## config.mk

```make
export PLATFORM = sky130hd
export DESIGN_NAME = t07_fpu_writeback
export DESIGN_NICKNAME = d
export VERILOG_FILES = /design/src/rtl/t07_fpu_wb_pkg.sv /design/src/rtl/t07_fpu_wb_fifo.sv /design/src/rtl/t07_fpu_writeback.sv
export SDC_FILE = /design/constraint.sdc
export NUM_CORES = 1
export LEC_CHECK = 0
export ABC_AREA = 1
export BUFFER_PORTS_ARGS = -buffer_cell sky130_fd_sc_hd__buf_2
export CELL_PAD_IN_SITES_DETAIL_PLACEMENT = 0
export CELL_PAD_IN_SITES_GLOBAL_PLACEMENT = 1
export CORE_ASPECT_RATIO = 0.6
export CORE_MARGIN = 1
export CORE_UTILIZATION = 45
export DETAILED_ROUTE_END_ITERATION = 8
export PLACE_DENSITY_LB_ADDON = 0.1
export SLEW_MARGIN = 10
export SYNTH_ARGS = -nofsm -noshare
export SYNTH_HDL_FRONTEND = slang
export SYNTH_HIERARCHICAL = 1
export SYNTH_SLANG_ARGS = --single-unit
```

## constraint.sdc

```tcl
create_clock -name clk -period 8.9 [get_ports clk]
set_clock_uncertainty 0.1 [all_clocks]
set_input_delay 0.445 -clock clk [delete_from_list [all_inputs] [get_ports clk]]
set_output_delay 0.445 -clock clk [all_outputs]
set_load 0.02 [all_outputs]
```

## src/rtl/t07_fpu_wb_pkg.sv

```systemverilog
// Shared types for the FPU writeback slice: the queued result entry and the FP register count.
package t07_fpu_wb_pkg;
  localparam int FP_REGS = 32;

  typedef struct packed {
    logic [4:0]  rd;
    logic [31:0] data;
  } wb_entry_t;
endpackage

```

## src/rtl/t07_fpu_wb_fifo.sv

```systemverilog
// Two-write/one-read result FIFO. Port wr0 is accepted ahead of wr1 when both are valid.
// A pop in the same edge frees one slot for the incoming writes.
module t07_fpu_wb_fifo
  import t07_fpu_wb_pkg::*;
#(
  parameter  int DEPTH = 4,
  localparam int PTR_W = $clog2(DEPTH)
) (
  input  logic            clk,
  input  logic            nrst,
  input  logic            wr0_valid,
  input  wb_entry_t       wr0_entry,
  input  logic            wr1_valid,
  input  wb_entry_t       wr1_entry,
  input  logic            pop,
  output wb_entry_t       head,
  output logic [PTR_W:0]  count,
  output logic            drop0,
  output logic            drop1
);
  localparam logic [PTR_W+1:0] DEPTH_W = (PTR_W+2)'(DEPTH);

  wb_entry_t        mem_reg [DEPTH];
  logic [PTR_W-1:0] rd_ptr_reg, rd_ptr_next;
  logic [PTR_W-1:0] wr_ptr_reg, wr_ptr_next;
  logic [PTR_W-1:0] wr1_ptr;
  logic [PTR_W:0]   count_reg, count_next;
  logic [PTR_W+1:0] space, space1;
  logic             pop_eff, acc0, acc1;

  always_comb begin
    pop_eff     = pop & (count_reg != '0);
    space       = DEPTH_W - {1'b0, count_reg} + (PTR_W+2)'(pop_eff);
    acc0        = wr0_valid & (space != '0);
    space1      = space - (PTR_W+2)'(acc0);
    acc1        = wr1_valid & (space1 != '0);
    wr1_ptr     = wr_ptr_reg + PTR_W'(acc0);
    rd_ptr_next = rd_ptr_reg + PTR_W'(pop_eff);
    wr_ptr_next = wr_ptr_reg + PTR_W'(acc0) + PTR_W'(acc1);
    count_next  = count_reg + (PTR_W+1)'(acc0) + (PTR_W+1)'(acc1) - (PTR_W+1)'(pop_eff);
    drop0       = wr0_valid & ~acc0;
    drop1       = wr1_valid & ~acc1;
  end

  always_ff @(posedge clk or negedge nrst) begin
    if (!nrst) begin
      rd_ptr_reg <= '0;
      wr_ptr_reg <= '0;
      count_reg  <= '0;
    end else begin
      rd_ptr_reg <= rd_ptr_next;
      wr_ptr_reg <= wr_ptr_next;
      count_reg  <= count_next;
    end
  end

  // Storage needs no reset; the head is qualified by count in the top.
  always_ff @(posedge clk) begin
    if (acc0) mem_reg[wr_ptr_reg] <= wr0_entry;
    if (acc1) mem_reg[wr1_ptr]    <= wr1_entry;
  end

  assign head  = mem_reg[rd_ptr_reg];
  assign count = count_reg;
endmodule

```

## src/rtl/t07_fpu_writeback.sv

```systemverilog
// FPU register-file write producer: result FIFO, busy scoreboard and decode hazard detect.
// Optional operand bypass from the popping head is enabled by T07_FPU_WB_BYPASS_EN.
module t07_fpu_writeback
  import t07_fpu_wb_pkg::*;
#(
  parameter  int DEPTH = 4,
  localparam int PTR_W = $clog2(DEPTH)
) (
  input  logic        clk,
  input  logic        nrst,
  input  logic        freeze_i,
  input  logic        issue_valid_i,
  input  logic [4:0]  issue_rd_i,
  input  logic        fpu_valid_i,
  input  logic [4:0]  fpu_rd_i,
  input  logic [31:0] fpu_data_i,
  input  logic        load_valid_i,
  input  logic [4:0]  load_rd_i,
  input  logic [31:0] load_data_i,
  input  logic [4:0]  rs1_i,
  input  logic [4:0]  rs2_i,
  output logic        ready_o,
  output logic [4:0]  rd_o,
  output logic [31:0] data_o,
  output logic        FPUregWrite_o,
  output logic        regEnable_o,
  output logic        hazard_o,
  output logic        overflow_o
`ifdef T07_FPU_WB_BYPASS_EN
  ,
  output logic        byp1_o,
  output logic        byp2_o,
  output logic [31:0] byp_data_o
`endif
);
  wb_entry_t            load_entry, fpu_entry, head;
  logic [PTR_W:0]       count;
  logic                 nonempty, pop, drop0, drop1;
  logic                 load_wr, fpu_wr;
  logic                 overflow_reg;
  logic [FP_REGS-1:0]   busy_reg, busy_next;
  logic                 byp1, byp2;

  assign load_entry = '{rd: load_rd_i, data: load_data_i};
  assign fpu_entry  = '{rd: fpu_rd_i,  data: fpu_data_i};
  assign load_wr    = load_valid_i & (load_rd_i != 5'd0);
  assign fpu_wr     = fpu_valid_i  & (fpu_rd_i  != 5'd0);

  t07_fpu_wb_fifo #(.DEPTH(DEPTH)) u_fifo (
    .clk       (clk),
    .nrst      (nrst),
    .wr0_valid (load_wr),
    .wr0_entry (load_entry),
    .wr1_valid (fpu_wr),
    .wr1_entry (fpu_entry),
    .pop       (pop),
    .head      (head),
    .count     (count),
    .drop0     (drop0),
    .drop1     (drop1)
  );

  assign nonempty      = (count != '0);
  assign pop           = nonempty & ~freeze_i;
  assign ready_o       = (count <= (PTR_W+1)'(DEPTH-2));
  assign rd_o          = nonempty ? head.rd   : 5'd0;
  assign data_o        = nonempty ? head.data : 32'd0;
  assign FPUregWrite_o = nonempty;
  assign regEnable_o   = nonempty;
  assign overflow_o    = overflow_reg;

  // A same-edge issue to the popping index keeps it busy: the set dominates the clear.
  assign busy_next[0] = 1'b0;
  generate
    for (genvar gi = 1; gi < FP_REGS; gi++) begin : g_busy
      assign busy_next[gi] = (issue_valid_i && (issue_rd_i == 5'(gi))) |
                             (busy_reg[gi] & ~(pop && (head.rd == 5'(gi))));
    end
  endgenerate

  always_ff @(posedge clk or negedge nrst) begin
    if (!nrst) begin
      busy_reg     <= '0;
      overflow_reg <= 1'b0;
    end else begin
      busy_reg     <= busy_next;
      overflow_reg <= overflow_reg | drop0 | drop1;
    end
  end

`ifdef T07_FPU_WB_BYPASS_EN
  assign byp1       = pop & (head.rd == rs1_i) & (rs1_i != 5'd0);
  assign byp2       = pop & (head.rd == rs2_i) & (rs2_i != 5'd0);
  assign byp1_o     = byp1;
  assign byp2_o     = byp2;
  assign byp_data_o = data_o;
`else
  assign byp1 = 1'b0;
  assign byp2 = 1'b0;
`endif

  // The WAW term is never bypassed: the older write still has to land first.
  assign hazard_o = (busy_reg[rs1_i] & ~byp1) |
                    (busy_reg[rs2_i] & ~byp2) |
                    (issue_valid_i & busy_reg[issue_rd_i]);
endmodule

```

### Word level (Yosys, flattened, before mapping)

Memory sizes are Yosys's and may differ from the RTL's.
Index checks and enable logic that the tools add are counted.

| storage, ports and cells | value |
|---|---|
| RAM bits | 148 |
| output and inout port bits | 42 |
| bits in registers | 39 |
| memories kept | 1 |
| input port bits | 95 |
| word-level logic and storage cells | 269 |
| ROM bits | 0 |
| bits in latches | 0 |

Memories:

| name | words | width | read ports | clocked after Yosys merged registers in | wr ports | RTL line | RTL |
|---|---|---|---|---|---|---|---|
| u_fifo.mem_reg | 4 | 37 | 1 | 0 | 2 | t07_fpu_wb_fifo.sv:23 | `wb_entry_t mem_reg [DEPTH];` |

| operators by class | value |
|---|---|
| magnitude comparators | 4 |
| shifts and indexed selects | 0 |
| bitwise gates (word level) | 109 |
| add/subtract/negate cells | 9 |
| mux-type cells | 12 |
| div/mod/pow operators | 0 |
| equality and inequality tests | 62 |
| reductions and logical operators | 67 |
| $mul | 0 |

Operator list:

| operator | count |
|---|---|
| equality test 5 bit (second input constant) | 32 |
| equality test 5 x 4 -> 1 bit (second input constant) | 16 |
| logical AND 1 bit | 62 |
| bitwise AND 1 bit | 40 |
| equality test 5 x 3 -> 1 bit (second input constant) | 8 |
| bitwise OR 1 bit | 35 |
| inverter 1 bit | 34 |
| two-way mux 32 bit | 1 |
| equality test 5 x 2 -> 1 bit (second input constant) | 4 |
| < comparator 5 x 6 -> 1 bit (second input constant) | 3 |
| binary-select mux 1 bit (select 5 bit) | 3 |
| equality test 5 x 1 -> 1 bit (second input constant) | 2 |
| nonzero test 5 bit | 2 |
| nonzero test 4 bit | 2 |
| two-way mux 1 bit | 7 |
| adder 2 x 1 -> 2 bit | 3 |
| adder 3 x 1 -> 3 bit | 2 |
| two-way mux 5 bit | 1 |
| adder 4 x 1 -> 4 bit | 1 |
| subtractor 3 x 3 -> 4 bit (first input constant) | 1 |
| subtractor 4 x 1 -> 4 bit | 1 |
| less-or-equal comparator 3 x 2 -> 1 bit (second input constant) | 1 |
| nonzero test 3 bit | 1 |
| subtractor 3 x 1 -> 3 bit | 1 |

### Longest topological paths before layout

| depth | value |
|---|---|
| word-level depth | 12 |
| depth in mapped cells | 25 |
| mapped depth without buffers | 24 |

### Cells and area by module

Netlist, hierarchy kept.

Modules (own cells, without submodules):

| module | cells an instance | area each (sq um) | sequential area each (sq um) | instances |
|---|---|---|---|---|
| t07_fpu_wb_fifo | 943 | 8,500.7 | 4,619.4 | 1 |
| t07_fpu_writeback | 507 | 2,862.7 | 800.8 | 1 |

### Worst setup path before layout

Ideal clock, no wire load.

| timing path | value |
|---|---|
| path type | register to register |
| start point | register u_fifo.count_reg[2], in the netlist u_fifo/count[2] |
| end point | memory u_fifo/mem_reg[1][0] in the netlist's numbering, enable pin |
| setup slack | 3.842 ns |
| arrival time | 4.475 ns |
| setup time | 0.483 ns |
| cell stages (with the launch flop) | 15 |
| clock period less this slack | 5.058 ns |
| buffers on the path | 0 |
| required time | 8.317 ns |
| cell sequence | dfrtp_1 nor2_1 nand2_1 nand2_1 inv_1 o31ai_1 ha_1 inv_1 ha_1 inv_1 nand2_1 nand2_1 nand4_1 nand2_1 o21ai_0 |

RTL lines:

| item | RTL line | RTL |
|---|---|---|
| from (decl) | t07_fpu_wb_fifo.sv:27 | `logic [PTR_W:0] count_reg, count_next;` |
| from (signal assigned) | t07_fpu_wb_fifo.sv:53 | `count_reg <= count_next;` |
| to (decl) | t07_fpu_wb_fifo.sv:23 |  |

==> summary.md <==
| Metric | Value |
|---|---|
| Die area | `25,910 µm²` |
| Chip Height | `125.1 µm` |
| Final setup vio count | `0` |
| Critical Path RT | `8.87 ns` |
| Dpl ws | `2.950 ns` |
| Routed WL per cell | `20.06 µm` |
| Largest net degree at the start of global routing | `110` |
| Crit share post-route | `67.08%` |
| Max FFs per register | `148` |
| Final Hold Fails | `0` |
| Crit path max-delay cell type | `nand3_2` |
| Initial Utilization | `46.38%` |
| Tmin final | `5.970 ns` |
| RD Place Congestion | `0.9344` |
| Yosys warnings | `6` |
| Crit path from | `u_fifo/count[2]$_DFF_PN0_` |
| Fraction of layout cells with a size suffix above 1 | `13.91%` |
| Post-Syn Nets | `1,555` |
| Drt total wl | `37,050 µm` |
| Most common cell in the netlist | `nand2_1` |
| Fin. max-slew vios | `0` |
| Family with the most delay on the worst path | `simple AND/OR/NAND/NOR gates` |
| Worst Path Arrival | `5.94 ns` |
| Hold Crit Class | `in2async` |
| Yosys reg bits | `187` |
| Via/cell ratio | `5.757` |
| Critical R2R Capture | `u_fifo/mem_reg[3][33]$_DFFE_PP_` |
| Post-CTS Hold Buffers | `0` |
| R2R Setup Slk | `2.93 ns` |
| Clock network power share | `15.1%` |
| Ys flop type | `edfxtp_1` |
| Port bufs | `136` |
| Site Rows | `44` |
| Global-route wire length before repair | `57,040 µm` |
| Gr ovfl total | `0` |
| Synth Instances | `1,450` |
| Outcome | `complete, no violations` |
| Startpoint Class | `flip-flop` |
| Slew HR | `20.46%` |
| # Post-CTS Setup Buffers | `0` |
| DRC violations left | `0` |
| Initial antenna violation count | `1` |
| Cts bufs inserted | `17` |
| Most frequent cells after synthesis | `483 x nand2_1, 150 x nand4_1, 148 x edfxtp_1` |
| Net Switching | `2.614 mW` |
| Yosys top cell area share | `39.11%` |
| Endpoint class of the critical path | `flip-flop` |
| Synth Cell Area | `11,360 µm²` |
| Via Count | `10,630` |
| DP HPWL | `23,070 µm` |
| Reg2Reg Depth | `20` |
| Nets | `1,616` |
| Max_cap viols | `0` |
| Register area | `5421 µm²` |
| WP buf/inv | `6` |
| # H-tree levels | `4` |
| Seq pwr share | `33.0%` |
| Combinational power share | `51.9%` |
| I/O pin total | `137` |
| Cell Int Power | `2.701 mW` |
| Synth area leader | `edfxtp_1` |
| Vias in the first global route | `9,470` |
| Multi-input gate area | `4938 µm²` |
| Worst-path cell chain | `nor2_1 > nand2_1 > nand2_1 > inv_1 > o31ai_1 > ha_1 > inv_1 > ha_1 > inv_1 > nand2_1 > nand2_1 > nand4_1 > nand2_1 > inv_1 > ha_1 > inv_1 > nor2_4 > nand3_2 > o21ai_4 > buf_4` |
| Syn Area/Cell | `7.837 µm²` |
| FILL cells | `2,318` |
| CTS Buffer Depth | `2` |
| Drt pass-1 iters | `6` |
| CTS tree | `built` |
| Leak | `5.729 nW` |
| CP max FO | `38` |
| CTS Root Cell | `clkbuf_16` |
| Post-DRT Antenna Nets | `0` |
| Sequential share of the synthesized area | `47.70%` |
| CTS clk-pin slew, worst paths | `0.07 ns` |
| Post-cts resize count | `0` |
| Die Span X | `207.2 µm` |
| Core area | `24,500 µm²` |
| Reg-to-Reg Start | `u_fifo/count[2]$_DFF_PN0_` |
| Pwr dens | `422.7 nW/µm²` |
| Critical Path Stages | `20` |
| Setup TNS | `0 ns` |
| Initial drt markers | `1,304` |
| Measured slew at the worst slew-check pin | `1.189 ns` |
| Fmax | `0.1675 GHz` |
| P&R area growth vs syn | `10.65%` |
| Synth top area cells | `edfxtp_1 39%, nand2_1 16%, dfrtp_1 8.6%, nand4_1 8.3%, o21ai_0 5.7%` |
| Synth cell types | `35` |
| GRT Overall Usage | `28.77%` |
| EDFF count, synth | `148` |
| CTS sink count | `187` |
| VDD IR-drop max | `0.0004189 V` |
| Worst setup path end | `u_fifo/mem_reg[3][33]$_DFFE_PP_` |
| Worst skew pair latency | `0.44 ns` |
| Setup ws final | `2.930 ns` |
| Critical path class | `reg2reg` |
| RSZ-0062 raised after global routing | `no` |
| Switching Fraction | `49.18%` |
| Fraction of registers with async set/reset | `20.86%` |
| Largest stage delay, worst path | `1.00 ns` |
## power by group through the flow
stage / clock (mW) / sequential, mW / combinational, mW
2_1_floorplan: 0 / 1.67 / 1.95
3_3_place_gp: 0 / 1.75 / 2.70
3_5_place_dp: 0 / 1.76 / 2.72
4_1_cts: 0.807 / 1.74 / 2.73
5_1_grt: 0.843 / 1.79 / 3.03
6_report: 0.802 / 1.76 / 2.76
## worst reg2reg max path, cell delays in order, from the launching register on
cell,delay [ns]
dfrtp_1,0.48
nor2_1,0.13
nand2_1,0.11
nand2_1,0.15
inv_1,0.12
o31ai_1,0.10
ha_1,0.20
inv_1,0.05
ha_1,0.20
inv_1,0.08
nand2_1,0.07
nand2_1,0.06
nand4_1,0.10
nand2_1,0.23
inv_1,0.14
ha_1,0.44
inv_1,0.15
nor2_4,0.86
nand3_2,1.01
o21ai_4,0.26
buf_4,0.51
## per-stage QoR
stage,util (%),cell area (µm²),hold slack (ns),cells,power (mW)
after floorplan,-,11360,0.04941,1450,3.619
after global placement,48.79,11950,0.3542,1814,4.451
after detailed placement,48.79,11950,0.3641,1814,4.480
after CTS,51.31,12570,0.06315,1846,5.282
after global routing,51.32,12570,0.09891,1847,5.662
final,51.32,12570,0.02689,1847,5.315
## routing by layer
layer	vias to the layer above	GRT usage [%]	wire (µm)
met5	-	0	0
met4	0	5.048	321
met3	26	7.536	4263
met2	580	37.00	14060
met1	4980	47.19	18410
li1	5048	-	-
## how the worst min path moves through the flow
stage / from / endpoint / slack (ns) / cells after the start
floorplan: nrst / busy_reg[10]$_DFF_PN0_ / 0.05 / 0
global placement: overflow_o$_DFF_PN0_ / overflow_o$_DFF_PN0_ / 0.35 / 1
detailed placement: overflow_o$_DFF_PN0_ / overflow_o$_DFF_PN0_ / 0.36 / 1
CTS: nrst / busy_reg[4]$_DFF_PN0_ / 0.06 / 1
global route: nrst / busy_reg[20]$_DFF_PN0_ / 0.1 / 1
finish: nrst / busy_reg[14]$_DFF_PN0_ / 0.03 / 1
## cells in the final DEF (no fill, tap or decap), types with 2 or more instances in the layout
master,n
inv_2,6
inv_6,3
buf_2,136
nand2_1,481
edfxtp_1,148
or4_1,2
nor2_4,4
clkinv_4,3
o21ai_1,8
nand3_1,58
nand4_1,150
fa_1,2
o22ai_1,39
dfrtp_1,38
or2_1,2
nor3_1,3
o21ai_0,128
xor2_1,3
o21ai_4,2
buf_4,15
clkbuf_2,2
a21oi_1,5
nor2_1,133
ha_1,8
xnor2_1,2
clkbuf_16,20
nand3_2,4
inv_4,2
inv_1,98
nand2_2,7
## final cells by class
| type | instances | share of cell area (%) |
|---|---|---|
| clock inverter | 9 | 0.7463 |
| tap | 322 | 3.204 |
| antenna | 1 | 0.01990 |
| sequential | 187 | 43.12 |
| multi-input combinational | 1049 | 39.28 |
| clock buffer | 23 | 4.170 |
| inverter | 105 | 3.155 |
| timing repair buffer | 151 | 6.309 |
## cells by family (layout without fill, tap and decap cells)
logic type	count (synthesis)	in the layout	synth area share, %
AO/OA/AOI/OAI	186	186	8.743
XOR/XNOR	5	5	0.3854
adder cells (fa/ha/maj)	10	10	1.233
buffers and inverters	214	288	9.304
flip-flops	187	187	47.70
other	0	1	0
AND/OR/NAND/NOR	848	848	32.64
(Power assumes the default switching activity.)
